<file path="src/rtl/mem_arbiter.sv">
// Two-requester, round-robin arbiter in front of a single-port-style memory.
// Each access walks IDLE -> ACCESS -> DONE; the memory is driven only during
// ACCESS and the winner gets a one-cycle ack (with err/rdata) in DONE.
module mem_arbiter #(
  parameter int AW    = 16,
  parameter int DW    = 16,
  parameter int DEPTH = 256
) (
  input  logic          clk,
  input  logic          rst_n,
  input  logic          req0,
  input  logic          req1,
  input  logic          we0,
  input  logic          we1,
  input  logic [AW-1:0] addr0,
  input  logic [AW-1:0] addr1,
  input  logic [DW-1:0] wdata0,
  input  logic [DW-1:0] wdata1,
  output logic          ack0,
  output logic          ack1,
  output logic          err0,
  output logic          err1,
  output logic [DW-1:0] rdata0,
  output logic [DW-1:0] rdata1,
  output logic          busy,
  output logic [AW-1:0] m_raddr,
  input  logic [DW-1:0] m_rdata,
  output logic          m_wen,
  output logic [AW-1:0] m_waddr,
  output logic [DW-1:0] m_wdata
);

  typedef enum logic [1:0] {IDLE = 2'd0, ACCESS = 2'd1, DONE = 2'd2} state_t;

  // One extra bit so the bound compare is unsigned over the full address width.
  localparam logic [AW:0] LP_DEPTH = (AW+1)'(DEPTH);

  function automatic logic in_range(input logic [AW-1:0] addr);
    return ({1'b0, addr} < LP_DEPTH);
  endfunction

  state_t        r_state;
  logic          r_last_grant;
  logic          r_win;
  logic          r_we;
  logic [AW-1:0] r_addr;
  logic          r_ack0, r_ack1, r_err0, r_err1, r_busy, r_m_wen;
  logic [DW-1:0] r_rdata0, r_rdata1, r_m_wdata;
  logic [AW-1:0] r_m_raddr, r_m_waddr;

  logic          w_any;
  logic          w_winner;
  logic          w_sel_we;
  logic [AW-1:0] w_sel_addr;
  logic [DW-1:0] w_sel_wdata;
  logic [DW-1:0] w_cap_data;

  // Round-robin pick of the winner and the request fields it brings along.
  always_comb begin
    w_any       = req0 | req1;
    w_winner    = 1'b0;
    w_sel_we    = 1'b0;
    w_sel_addr  = '0;
    w_sel_wdata = '0;
    if (req0 && req1) begin
      w_winner = ~r_last_grant;
    end else if (req1) begin
      w_winner = 1'b1;
    end else begin
      w_winner = 1'b0;
    end
    if (w_winner) begin
      w_sel_we    = we1;
      w_sel_addr  = addr1;
      w_sel_wdata = wdata1;
    end else begin
      w_sel_we    = we0;
      w_sel_addr  = addr0;
      w_sel_wdata = wdata0;
    end
  end

  // Value handed back to the winner: memory data for in-range reads, else zero.
  always_comb begin
    w_cap_data = '0;
    if (!r_we && in_range(r_addr)) begin
      w_cap_data = m_rdata;
    end else begin
      w_cap_data = '0;
    end
  end

  // Access FSM with all outputs registered; reset clears the memory strobe at once.
  always_ff @(posedge clk or negedge rst_n) begin
    if (!rst_n) begin
      r_state      <= IDLE;
      r_last_grant <= 1'b1;
      r_win        <= 1'b0;
      r_we         <= 1'b0;
      r_addr       <= '0;
      r_ack0       <= 1'b0;
      r_ack1       <= 1'b0;
      r_err0       <= 1'b0;
      r_err1       <= 1'b0;
      r_rdata0     <= '0;
      r_rdata1     <= '0;
      r_busy       <= 1'b0;
      r_m_wen      <= 1'b0;
      r_m_raddr    <= '0;
      r_m_waddr    <= '0;
      r_m_wdata    <= '0;
    end else begin
      case (r_state)
        IDLE: begin
          if (w_any) begin
            r_state      <= ACCESS;
            r_win        <= w_winner;
            r_last_grant <= w_winner;
            r_we         <= w_sel_we;
            r_addr       <= w_sel_addr;
            r_m_raddr    <= w_sel_addr;
            r_m_waddr    <= w_sel_addr;
            r_m_wdata    <= w_sel_wdata;
            r_m_wen      <= w_sel_we & in_range(w_sel_addr);
            r_busy       <= 1'b1;
          end else begin
            r_state <= IDLE;
            r_busy  <= 1'b0;
          end
        end
        ACCESS: begin
          r_state   <= DONE;
          r_m_wen   <= 1'b0;
          r_m_raddr <= '0;
          r_m_waddr <= '0;
          r_m_wdata <= '0;
          if (r_win) begin
            r_rdata1 <= w_cap_data;
          end else begin
            r_rdata0 <= w_cap_data;
          end
          r_ack1 <= r_win;
          r_ack0 <= ~r_win;
          r_err1 <= r_win & ~in_range(r_addr);
          r_err0 <= ~r_win & ~in_range(r_addr);
        end
        DONE: begin
          r_state <= IDLE;
          r_ack0  <= 1'b0;
          r_ack1  <= 1'b0;
          r_err0  <= 1'b0;
          r_err1  <= 1'b0;
          r_busy  <= 1'b0;
        end
        default: begin
          r_state   <= IDLE;
          r_ack0    <= 1'b0;
          r_ack1    <= 1'b0;
          r_err0    <= 1'b0;
          r_err1    <= 1'b0;
          r_busy    <= 1'b0;
          r_m_wen   <= 1'b0;
          r_m_raddr <= '0;
          r_m_waddr <= '0;
          r_m_wdata <= '0;
        end
      endcase
    end
  end

  assign ack0    = r_ack0;
  assign ack1    = r_ack1;
  assign err0    = r_err0;
  assign err1    = r_err1;
  assign rdata0  = r_rdata0;
  assign rdata1  = r_rdata1;
  assign busy    = r_busy;
  assign m_wen   = r_m_wen;
  assign m_raddr = r_m_raddr;
  assign m_waddr = r_m_waddr;
  assign m_wdata = r_m_wdata;

endmodule

</file>
<file path="config.mk">
export PLATFORM = sky130hd
export DESIGN_NAME = mem_arbiter
export DESIGN_NICKNAME = d
export VERILOG_FILES = /design/src/rtl/mem_arbiter.sv
export SDC_FILE = /design/constraint.sdc
export NUM_CORES = 1
export LEC_CHECK = 0
export ABC_AREA = 1
export CELL_PAD_IN_SITES_DETAIL_PLACEMENT = 0
export CELL_PAD_IN_SITES_GLOBAL_PLACEMENT = 1
export CORE_ASPECT_RATIO = 2
export CORE_UTILIZATION = 32
export DETAILED_ROUTE_END_ITERATION = 10
export HOLD_SLACK_MARGIN = 0.02
export MAX_ROUTING_LAYER = met4
export PLACE_DENSITY = 0.95
export SYNTH_ARGS = -nofsm -noshare
export SYNTH_HDL_FRONTEND = slang
export SYNTH_SLANG_ARGS = --single-unit
</file>
<file path="constraint.sdc">
create_clock -name clk -period 3 [get_ports clk]
set_input_delay 0.45 -clock clk [delete_from_list [all_inputs] [get_ports clk]]
set_output_delay 0.45 -clock clk [all_outputs]
set_load 0.02 [all_outputs]
</file>
==> run metrics <==
fin worst setup slack=973 ps; Setup Viol. Count Final=0; Pre-Repair DR Iteration Count=4; most frequent cells in the layout=clkdlybuf4s50_1 (170), nand2_1 (167), dfrtp_1 (82); MaxCap Viol Count=0; post-route ant nets=0; total gr overflow=0; post-route clock skew=6.99 ps; die height=156 microns; synth top area cells=dfrtp_1 (54%), nand2_1 (16%), nor2_1 (4.5%); initial antenna violation count=0; LEAKAGE=2.77 nW; area of the multi-input gates=1340 sq um; die area=12400 sq um; post-CTS sizing=0; TNS Setup=0 ps; Cells after Synth=462; post-synth cell types=22; HPWL Detailed=8160 microns; HP Class=input pin to asynchronous set/reset pin; Area after DPL=5470 sq um; 1st-iter DRT viols=206; FMAX=493 MHz; Core Rows=56; area occupied by registers=2080 sq um; first-pass GRT wire length=17500 microns; Worst Path Required=3260 ps; wire length per cell=14.7 microns; Clock Sinks=83; RSZ-0062 raised after global routing=no; Vias/cell=4.66; Syn Area/Cell=8.24 sq um; VDD IR max=0.404 mV; most common cell after layout, fill and taps aside=clkdlybuf4s50_1; io pins=172; Setup crit start kind=input pin; largest area contributor in the netlist=dfrtp_1; largest net degree at the start of global routing=84; Slew @ Worst Pin=1060 ps; Min Hold Slack=310 ps; Slew Limit Fails=0; Final Hold Viols=0; P&R area growth vs syn=51.8%; NumNets Final=698; Synth top area share=53.9%; n_diodes=0; Max Root-Sink Buffers=2; share of cells above drive strength 1=6.16%; CTS buffer count=9; Synth warnings=0; GPL Wtd Cong=0.898; core area=11600 sq um; crit path time final=2030 ps; hold buffer count at CTS=0; Pwr Total=5.42 mW; Final period util=67.6%; Worst-path clk slew=60 ps; Crit path arrival time=2280 ps; Worst-Skew Late Latency=330 ps; power per cell area=939 nW/um^2; vias=3552; vias in the first global route=3607; Chip Width=79.1 microns; Crit. End Element=flip-flop; setup bufs post-CTS=0; clk root buf=clkbuf_16; All-Layer GR Usage=18.9%; sequential fraction of the synthesis area=54.6%; fillcell total=1159; drc violations=0; Worst Path Max Fanout=29; Yosys reg bits=83; Initial Util=32.7%; Port-buffer cells=171; syn nets=548; TritonCTS clock tree=built; Place WS=649 ps; relative slew slack=29.0%; design area=5770 sq um; start-to-end type of the worst setup path=input pin to flip-flop; final WL=11200 microns; synthesized area=3800 sq um; htree depth=3; outcome=completed
## metrics by stage
step,instances,utilization (%)
final,762,49.6
after global routing,762,49.6
after CTS,762,49.6
after detailed placement,746,47.0
after global placement,746,47.0
after floorplan,462,-
## path summary, 6_finish.rpt
path	from	end	slack [ps]	cells past startpoint
hold / removal	rst_n	m_waddr[10]$_DFFE_PN0P_	310	1
setup / recovery	req1	r_addr[12]$_DFFE_PN0P_	970	6
min in group clk	rdata0[12]$_DFFE_PN0P_	rdata0[12]$_DFFE_PN0P_	490	2
max in group asynchronous	rst_n	rdata0[12]$_DFFE_PN0P_	2000	1
setup reg to reg	r_state[1]$_DFF_PN0_	r_addr[12]$_DFFE_PN0P_	1260	6
hold reg to reg	rdata0[12]$_DFFE_PN0P_	rdata0[12]$_DFFE_PN0P_	490	2
## area by class of cell
| cell class | instances | share of cell area (%) |
|---|---|---|
| Inverter | 39 | 2.54 |
| Clock inverter | 5 | 1.04 |
| Clock buffer | 11 | 4.20 |
| Timing Repair Buffer | 173 | 29.9 |
| Sequential cell | 83 | 36.0 |
| Tap cell | 145 | 3.14 |
| Multi-Input combinational cell | 306 | 23.2 |
## per-layer routing
layer	wire [microns]	vias to the layer above	track usage, %
met5	0	-	-
li1	-	1719	-
met2	6340	143	35.8
met4	299	0	8.31
met3	535	20	2.57
met1	4030	1670	18.6
## critical path: stages
cell and delay, ps:
clkdlybuf4s50_1 810, o21ai_4 160, inv_2 360, buf_4 270, nand3_1 130, o21ai_1 100
## Yosys cell counts
| cell | instances |
|---|---|
| buf_2 | 12 |
| nand3b_1 | 7 |
| nand3_1 | 10 |
| nand2_1 | 167 |
| dfrtp_1 | 82 |
| nand2_2 | 5 |
| buf_6 | 1 |
| nor2_1 | 46 |
| o22ai_1 | 1 |
| inv_1 | 33 |
| clkbuf_2 | 1 |
| o21ai_1 | 33 |
| nand2_4 | 4 |
| buf_4 | 19 |
| o21ai_0 | 28 |
| dfstp_2 | 1 |
| nor2_4 | 2 |
| nand4_1 | 1 |
| o21ai_4 | 1 |
| inv_2 | 6 |
| nor2_2 | 1 |
| buf_12 | 1 |
## power breakdown
part | switching [mW] | internal (mW)
clock network | 0.442 | 0.671
logic | 1.45 | 1.07
registers | 0.254 | 1.53
## registers in the layout (all words and copies together), names as in the netlist
name,flops
m_waddr,16
m_wdata,16
rdata0,16
rdata1,16
r_addr,8
r_state,2
ack0,1
ack1,1
busy,1
err0,1
err1,1
m_wen,1
r_last_grant,1
r_we,1
r_win,1
## cells by family (layout without fill, tap and decap cells)
family / count (synthesis) / in the layout / synth area share [%]
simple gates: 243 / 243 / 26.6
flops: 83 / 83 / 54.6
buf+inv: 73 / 228 / 10.1
compound gates: 63 / 63 / 8.62
No activity file was read; power rests on OpenSTA's default activity.
